--- src/rtl/bp_fe_instr_buffer_if.sv ---
// Handshake bundle between the fetch realigner, the instruction buffer and the
// instruction scan / FE-queue consumer. The buffer connects through the slave
// modport; the surrounding front end (or a bench) uses the master modport.
interface bp_fe_instr_buffer_if #(
  parameter int vaddr_width_p = 39,
  parameter int els_p         = 4
);

  localparam int cnt_w_lp = $clog2(els_p + 1);

  // Redirect / poison from the backend
  logic                     flush_i;

  // Producer side: realigned instructions from fetch
  logic [vaddr_width_p-1:0] fetch_instr_pc_i;
  logic [31:0]              fetch_instr_i;
  logic                     fetch_instr_v_i;
  logic                     fetch_partial_i;
  logic                     fetch_instr_yumi_o;

  // Consumer side: head entry of the buffer
  logic [vaddr_width_p-1:0] instr_pc_o;
  logic [31:0]              instr_o;
  logic                     instr_partial_o;
  logic                     instr_compressed_o;
  logic                     instr_v_o;
  logic                     instr_ready_and_i;

  // Occupancy status
  logic [cnt_w_lp-1:0]      count_o;
  logic                     empty_o;
  logic                     full_o;

  modport slave (
    input  flush_i,
    input  fetch_instr_pc_i, fetch_instr_i, fetch_instr_v_i, fetch_partial_i,
    output fetch_instr_yumi_o,
    output instr_pc_o, instr_o, instr_partial_o, instr_compressed_o, instr_v_o,
    input  instr_ready_and_i,
    output count_o, empty_o, full_o
  );

  modport master (
    output flush_i,
    output fetch_instr_pc_i, fetch_instr_i, fetch_instr_v_i, fetch_partial_i,
    input  fetch_instr_yumi_o,
    input  instr_pc_o, instr_o, instr_partial_o, instr_compressed_o, instr_v_o,
    output instr_ready_and_i,
    input  count_o, empty_o, full_o
  );

endinterface

--- src/rtl/bp_fe_instr_buffer.sv ---
// In-order instruction FIFO sitting right after the fetch realigner.
// Each entry holds {pc, instr, partial}; the compressed tag is derived from the
// stored instruction bits at the output. A flush empties the buffer in one cycle
// by resetting pointers and count while leaving storage untouched.
// vaddr_width_p matches the default processor configuration (39-bit vaddr).
module bp_fe_instr_buffer #(
  parameter int vaddr_width_p = 39,
  parameter int els_p         = 4
) (
  input logic                clk_i,
  input logic                reset_i,
  bp_fe_instr_buffer_if.slave fe_if
);

  localparam int ptr_w_lp = $clog2(els_p);
  localparam int cnt_w_lp = $clog2(els_p + 1);
  localparam logic [cnt_w_lp-1:0] full_count_lp = cnt_w_lp'(els_p);
  localparam logic [ptr_w_lp-1:0] ptr_one_lp    = ptr_w_lp'(1);
  localparam logic [cnt_w_lp-1:0] cnt_one_lp    = cnt_w_lp'(1);

  // Storage, split per field so each maps onto a plain register array
  logic [vaddr_width_p-1:0] pc_mem    [els_p];
  logic [31:0]              instr_mem [els_p];
  logic [els_p-1:0]         partial_mem;

  logic [ptr_w_lp-1:0] rptr_r;
  logic [ptr_w_lp-1:0] wptr_r;
  logic [cnt_w_lp-1:0] count_r;

  logic full;
  logic empty;
  logic enq;
  logic deq;
  logic instr_v;

  // Occupancy flags and handshakes; full blocks enqueue regardless of a
  // same-cycle dequeue so yumi never depends on the consumer's ready
  always_comb begin
    full    = (count_r == full_count_lp);
    empty   = (count_r == '0);
    enq     = fe_if.fetch_instr_v_i & ~full & ~fe_if.flush_i & ~reset_i;
    instr_v = ~empty & ~fe_if.flush_i;
    deq     = instr_v & fe_if.instr_ready_and_i;
  end

  // Entry storage: written at the write pointer on every accepted instruction;
  // cleared only by reset, a flush leaves stale contents behind
  always_ff @(posedge clk_i or posedge reset_i) begin
    if (reset_i) begin
      for (int i = 0; i < els_p; i++) begin
        pc_mem[i]    <= '0;
        instr_mem[i] <= '0;
      end
      partial_mem <= '0;
    end else if (enq) begin
      pc_mem[wptr_r]      <= fe_if.fetch_instr_pc_i;
      instr_mem[wptr_r]   <= fe_if.fetch_instr_i;
      partial_mem[wptr_r] <= fe_if.fetch_partial_i;
    end
  end

  // Pointers wrap naturally since the depth is a power of two; flush wins
  // over any enqueue or dequeue in the same cycle
  always_ff @(posedge clk_i or posedge reset_i) begin
    if (reset_i) begin
      rptr_r <= '0;
      wptr_r <= '0;
    end else if (fe_if.flush_i) begin
      rptr_r <= '0;
      wptr_r <= '0;
    end else begin
      if (enq) wptr_r <= wptr_r + ptr_one_lp;
      if (deq) rptr_r <= rptr_r + ptr_one_lp;
    end
  end

  // Count tracks occupancy; simultaneous enq and deq cancel out
  always_ff @(posedge clk_i or posedge reset_i) begin
    if (reset_i) begin
      count_r <= '0;
    end else if (fe_if.flush_i) begin
      count_r <= '0;
    end else begin
      unique case ({enq, deq})
        2'b10:   count_r <= count_r + cnt_one_lp;
        2'b01:   count_r <= count_r - cnt_one_lp;
        default: count_r <= count_r;
      endcase
    end
  end

  // Head entry is read straight out of storage; no bypass from the input
  always_comb begin
    fe_if.instr_pc_o         = pc_mem[rptr_r];
    fe_if.instr_o            = instr_mem[rptr_r];
    fe_if.instr_partial_o    = partial_mem[rptr_r];
    fe_if.instr_compressed_o = (instr_mem[rptr_r][1:0] != 2'b11);
    fe_if.instr_v_o          = instr_v;
    fe_if.fetch_instr_yumi_o = enq;
    fe_if.count_o            = count_r;
    fe_if.empty_o            = empty;
    fe_if.full_o             = full;
  end

endmodule

--- src/flat_wrapper.sv ---
// flat-port wrapper written by rule: the top's interface ports become plain ports
module bp_fe_instr_buffer_flat 
#(
  parameter int vaddr_width_p = 39,
  parameter int els_p         = 4
)
  (clk_i, reset_i, fe_if_flush_i, fe_if_fetch_instr_pc_i, fe_if_fetch_instr_i, fe_if_fetch_instr_v_i, fe_if_fetch_partial_i, fe_if_fetch_instr_yumi_o, fe_if_instr_pc_o, fe_if_instr_o, fe_if_instr_partial_o, fe_if_instr_compressed_o, fe_if_instr_v_o, fe_if_instr_ready_and_i, fe_if_count_o, fe_if_empty_o, fe_if_full_o);
  bp_fe_instr_buffer_if #(.vaddr_width_p(vaddr_width_p), .els_p(els_p)) fe_if_i ();
  input logic clk_i;
  input logic reset_i;
  input wire logic [$bits(fe_if_i.flush_i)-1:0] fe_if_flush_i;
  input wire logic [$bits(fe_if_i.fetch_instr_pc_i)-1:0] fe_if_fetch_instr_pc_i;
  input wire logic [$bits(fe_if_i.fetch_instr_i)-1:0] fe_if_fetch_instr_i;
  input wire logic [$bits(fe_if_i.fetch_instr_v_i)-1:0] fe_if_fetch_instr_v_i;
  input wire logic [$bits(fe_if_i.fetch_partial_i)-1:0] fe_if_fetch_partial_i;
  output wire logic [$bits(fe_if_i.fetch_instr_yumi_o)-1:0] fe_if_fetch_instr_yumi_o;
  output wire logic [$bits(fe_if_i.instr_pc_o)-1:0] fe_if_instr_pc_o;
  output wire logic [$bits(fe_if_i.instr_o)-1:0] fe_if_instr_o;
  output wire logic [$bits(fe_if_i.instr_partial_o)-1:0] fe_if_instr_partial_o;
  output wire logic [$bits(fe_if_i.instr_compressed_o)-1:0] fe_if_instr_compressed_o;
  output wire logic [$bits(fe_if_i.instr_v_o)-1:0] fe_if_instr_v_o;
  input wire logic [$bits(fe_if_i.instr_ready_and_i)-1:0] fe_if_instr_ready_and_i;
  output wire logic [$bits(fe_if_i.count_o)-1:0] fe_if_count_o;
  output wire logic [$bits(fe_if_i.empty_o)-1:0] fe_if_empty_o;
  output wire logic [$bits(fe_if_i.full_o)-1:0] fe_if_full_o;
  assign fe_if_i.flush_i = fe_if_flush_i;
  assign fe_if_i.fetch_instr_pc_i = fe_if_fetch_instr_pc_i;
  assign fe_if_i.fetch_instr_i = fe_if_fetch_instr_i;
  assign fe_if_i.fetch_instr_v_i = fe_if_fetch_instr_v_i;
  assign fe_if_i.fetch_partial_i = fe_if_fetch_partial_i;
  assign fe_if_fetch_instr_yumi_o = fe_if_i.fetch_instr_yumi_o;
  assign fe_if_instr_pc_o = fe_if_i.instr_pc_o;
  assign fe_if_instr_o = fe_if_i.instr_o;
  assign fe_if_instr_partial_o = fe_if_i.instr_partial_o;
  assign fe_if_instr_compressed_o = fe_if_i.instr_compressed_o;
  assign fe_if_instr_v_o = fe_if_i.instr_v_o;
  assign fe_if_i.instr_ready_and_i = fe_if_instr_ready_and_i;
  assign fe_if_count_o = fe_if_i.count_o;
  assign fe_if_empty_o = fe_if_i.empty_o;
  assign fe_if_full_o = fe_if_i.full_o;
  bp_fe_instr_buffer #(.vaddr_width_p(vaddr_width_p), .els_p(els_p)) u_core (.clk_i(clk_i), .reset_i(reset_i), .fe_if(fe_if_i));
endmodule
--- config.mk ---
export PLATFORM = sky130hd
export DESIGN_NAME = bp_fe_instr_buffer_flat
export DESIGN_NICKNAME = d
export VERILOG_FILES = /design/src/rtl/bp_fe_instr_buffer_if.sv /design/src/rtl/bp_fe_instr_buffer.sv /design/src/flat_wrapper.sv
export SDC_FILE = /design/constraint.sdc
export NUM_CORES = 1
export LEC_CHECK = 0
export BUFFER_PORTS_ARGS = -buffer_cell sky130_fd_sc_hd__buf_2
export CAP_MARGIN = 20
export CORE_MARGIN = 2
export CORE_UTILIZATION = 40
export CTS_CLUSTER_SIZE = 30
export DETAILED_ROUTE_END_ITERATION = 16
export HOLD_SLACK_MARGIN = 0.12
export PLACE_DENSITY = 0.65
export RECOVER_POWER = 25
export SLEW_MARGIN = 30
export SYNTH_ARGS = -nofsm -noshare
export SYNTH_HDL_FRONTEND = slang
export SYNTH_SLANG_ARGS = --single-unit
--- constraint.sdc ---
create_clock -name clk_i -period 25.7 [get_ports clk_i]
set_input_delay 2.57 -clock clk_i [delete_from_list [all_inputs] [get_ports clk_i]]
set_output_delay 2.57 -clock clk_i [all_outputs]
set_load 0.01 [all_outputs]
# Yosys cells after proc, flatten, opt, wreduce, memory -nomap -nowiden
# Cells that the tools add are included.
totals:
  latchBits: 0
  mem_bits_ro: 0
  mem_count: 0
  output_inout_bits: 80
  elab_cells: 66
  register_bits: 295
  mem_bits_rw: 0
classes:
  eq_ne: 4
  n_mul: 0
  n_bitwise: 11
  n_lt_le_gt_ge: 6
  n_mux: 23
  n_div: 0
  n_shift: 0
  n_addsub: 4
  reduce_logical: 6
op_table:
  columns: ["cell", "count"]
  rows:
  - ["156-bit bitwise mux", 1]
  - ["128-bit bitwise mux", 1]
  - ["39-bit two-way mux", 3]
  - ["32-bit two-way mux", 3]
  - ["39-bit binary-select mux with 2-bit select", 1]
  - ["39-bit demux with 2-bit select", 1]
  - ["32-bit binary-select mux with 2-bit select", 1]
  - ["32-bit demux with 2-bit select", 1]
  - ["2-bit two-way mux", 4]
  - ["3-bit greater-or-equal comparator, second input constant", 2]
  - ["2-bit by 3-bit less-than comparator with 1-bit output, second input constant", 2]
  - ["2-bit inverter with 3-bit output", 2]
  - ["3-bit case mux with 2 select lines", 1]
  - ["1-bit AND", 5]
  - ["2-bit by 1-bit adder with 2-bit output, second input constant", 2]
  - ["4-bit bitwise mux", 1]
  - ["1-bit inverter", 4]
  - ["2-bit nonzero test", 2]
  - ["3-bit by 1-bit adder with 3-bit output, second input constant", 1]
  - ["3-bit equality test, second input constant", 1]
  - ["3-bit logical NOT", 1]
  - ["3-bit by 1-bit less-than comparator with 1-bit output, second input constant", 1]
  - ["3-bit two-way mux", 1]
  - ["3-bit nonzero test", 1]
  - ["other kinds (9)", 11]

# Depth between registers and ports, before layout
logic_depth:
  word_depth: 8
  ltp_mapped: 8

# Worst setup path after synthesis
# No wires, ideal clock.
synth_timing:
  path_type: "input port to output port"
  start: "in reset_i"
  end: "out fe_if_fetch_instr_yumi_o"
  t_arrival_ps: 3258
  slack_ps: 19872
  path_stages: 2
  cell_sequence: "nand2b_1 nor3_4"
synth_via:
  elab_chain_cells: 2
synth_lines:
  columns: ["element", "line_no", "rtl"]
  rows:
  - ["start: declaration", "flat_wrapper.sv:10", "input logic reset_i;"]
  - ["1-bit inverter", "bp_fe_instr_buffer.sv:41", "enq = fe_if.fetch_instr_v_i & ~full & ~fe_if.flush_i & ~reset_i;"]
  - ["1-bit AND", "bp_fe_instr_buffer.sv:41", null]
  - ["end: declaration", "flat_wrapper.sv:16", "output wire logic [$bits(fe_if_i.fetch_instr_yumi_o)-1:0] fe_if_fetch_instr_yumi_o;"]
# No other way between the ends.

==> metrics.yaml <==
rsz0062_at_grt: "no"
synth_nets: 844
worstReg2RegEnd: "u_core.pc_mem[40]$_DFFE_PP0P_"
period_share_pct: 29.9
power_frac_seq_pct: 44.1
nFillCells: 2855
hold_buffers: 0
syn_to_final_growth_pct: 16.9
clock_skew_ps: 12.4
regArea_sq_um: 7390
synth_top_area_cell: "dfrtp_1"
synth_cell_types: 33
final_util_pct: 47.2
wl_mm: 26.1
clock-sinks: 295
synth.area.top_cells: "dfrtp_1, mux2_2, mux4_2, buf_6, mux2_1"
firstDrtPassIters: 4
leakagePower_nw: 7.18
clkLatencyLatePin_ps: 500
outcome: "finished with violations"
final_max_slew_viol_count: 152
hold_path_class: "reg2reg"
first_global_vias: 7556
dp_hpwl_mm: 15.2
num_rows: 66
hold_end: "u_core.pc_mem[138]$_DFFE_PP0P_"
clock_path_buffers: 3
grt_pass1_wl_mm: 41.6
whs_path_depth: 1
worstHoldStart: "u_core.pc_mem[138]$_DFFE_PP0P_"
whs_ps: 487
multiInputGateArea_sq_um: 5260
r2r_start: "u_core.fe_if.count_o[2]$_DFFE_PP0P_"
dieArea_sq_um: 34100
clk_pin_slew_worst_paths_ps: 50
start_util_pct: 40.3
synthAdderAreaFrac_pct: 0.537
synthArstFlopShare_pct: 100
gp_congestion: 0.731
wire_per_inst_um: 18.9
drc: 0
ys.flop_type: "dfrtp_1"
synth_compound_area_share_pct: 0.652
synth_top_family_by_area: "multiplexers"
synth_seq_cells: 295
p_sw_share_pct: 25.1
vdd_drop_max_mv: 0.0402
ys_seq_area_share_pct: 56.6
cts-resized-gates: 0
synth-simple-area-share_pct: 1.55
stdcell_area_sq_um: 15300
post_dp_cell_area_sq_um: 14100
postCtsSetupBuffers: 0
tightest_slew_ps: 5090
syn_area_per_cell_sq_um: 17.1
grt_max_degree: 174
antenna_found_initial: 1
fp.dieH_um: 185
mappedNetlistArea_sq_um: 13100
synthCells: 762
die_x_um: 185
grt_overflow_total: 0
setup_tns_ps: 0
clockRootBuffer: "clkbuf_16"
combPwrFrac_pct: 20.2
htreeDepth: 2
post-route-min-period_ps: 7680
clkPwrFrac_pct: 35.6
coreArea_sq_um: 32400
portBuffers: 156
grtUsageTotal_pct: 15.5
synth.top_cell.area_share_pct: 56.6
final_hold_viol_count: 0
synth_edf_count: 0
reg2reg_setup_slack_ps: 22890
worstPathMaxFanout: 96
cp.arrival_ps: 7060
n_antenna_cell: 0
slew_headroom_pct: -239
synthMuxAreaShare_pct: 37.3
viasPerCell: 5.17
fmax_ghz: 0.130
antenna_left: 0
internal-power_mw: 1.03
failed_checks: "max-capacitance violations, max-slew violations"
ioPinCount: 157
crit_path_start_kind: "primary input"
vias: 7153
crit_path_end_kind: "async pin"
synth_xor_area_share_pct: 0.201
cap_violations: 2
switching_power_uw: 345
crit_type: "in2async"
nets: 999
setup_viol_count_final: 0
cts_tree: "yes"
worstPathRequired_ps: 25080
p_per_area_nw_per_um2: 89.9
reg2regPathDepth: 5
cts_buffers: 34
initialDrtViolationCount: 291
layout-drive-gt1-share_pct: 59.0
yosys_warnings: 0
-- synthesized netlist by cell type, types with 3 or more instances --
| cell type | number |
|---|---|
| nand2_4 | 4 |
| mux2_2 | 262 |
| buf_2 | 6 |
| buf_6 | 28 |
| o21ai_0 | 6 |
| nor2_1 | 8 |
| nand2b_1 | 3 |
| mux4_2 | 72 |
| nand2_1 | 5 |
| ha_1 | 4 |
| inv_1 | 5 |
| clkbuf_1 | 11 |
| dfrtp_1 | 295 |
| mux2_1 | 26 |
-- power by group through the flow --
| stage | clock, mW | combinational (mW) | sequential (mW) |
|---|---|---|---|
| global placement | 0 | 0.276 | 0.611 |
| floorplan | 0 | 0.209 | 0.593 |
| finish | 0.489 | 0.278 | 0.606 |
| detailed placement | 0 | 0.282 | 0.614 |
| global route | 0.527 | 0.302 | 0.618 |
| CTS | 0.506 | 0.282 | 0.606 |
-- flip-flops by register name, indices dropped and copies added, names as in the netlist --
register	cells
u_core.wptr_r	2
u_core.partial_mem	4
u_core.fe_if.count_o	3
u_core.instr_mem	128
u_core.rptr_r	2
u_core.pc_mem	156
-- worst max-delay path: stages --
cell	delay, ps
clkbuf_1	100
clkinvlp_2	700
clkbuf_1	3590
-- cell usage in the layout, fill, tap and decap left out, drive strengths merged, types with 2 or more instances in the layout --
cell type  instances
nor2               8
nand2              9
nor2b              2
ha                 4
clkbuf            59
mux4              72
nor3b              3
mux2             288
dfrtp            295
inv                4
clkinv             4
bufinv             2
o22ai              2
nand2b             3
buf              162
xor2               2
nor3               3
or3                2
o21ai              6
a21oi              2
-- how the worst max path moves through the flow --
stage / startpoint / end / cells after the start
2_1_floorplan: reset_i / u_core.fe_if.count_o[0]$_DFFE_PP0P_ / 1
3_3_place_gp: reset_i / fe_if_fetch_instr_yumi_o / 4
3_5_place_dp: reset_i / fe_if_fetch_instr_yumi_o / 4
4_1_cts: reset_i / fe_if_fetch_instr_yumi_o / 4
5_1_grt: reset_i / u_core.instr_mem[110]$_DFFE_PP0P_ / 3
6_report: reset_i / u_core.pc_mem[155]$_DFFE_PP0P_ / 3
-- area by class of cell --
cell class | count | area share (%)
clock buffers | 55 | 7.03
clock inverters | 6 | 0.525
inverters | 5 | 0.131
multi-input cells | 415 | 34.5
flip-flops and latches | 295 | 48.4
well taps | 442 | 3.62
repair buffers | 166 | 5.83
-- kinds of logic after synthesis --
logic type | count (synthesis)
DFF | 295
xor gates and xnor gates | 3
AOI/OAI and AO/OA | 14
muxes | 361
adders and majority gates | 5
buffers and inverters | 52
and+or+nand+nor | 32
-- through the flow --
stage               worst slack [ps]  power, mW  cells
floorplan                      14980      0.802    762
global route                   16700       1.45   1384
global placement               19480      0.887   1320
detailed placement             19450      0.896   1320
CTS                            19450       1.39   1381
finish                         18020       1.37   1384
-- metal layers --
| metal | GRT usage [%] | vias to the layer above | share of wire [%] |
|---|---|---|---|
| li1 | - | 3161 | - |
| met1 | 21.6 | 3804 | 45 |
| met2 | 24.8 | 150 | 48 |
| met3 | 3.44 | 38 | 4.9 |
| met4 | 4.29 | 0 | 1.9 |
| met5 | 0 | - | 0 |
(Power assumes the default switching activity.)
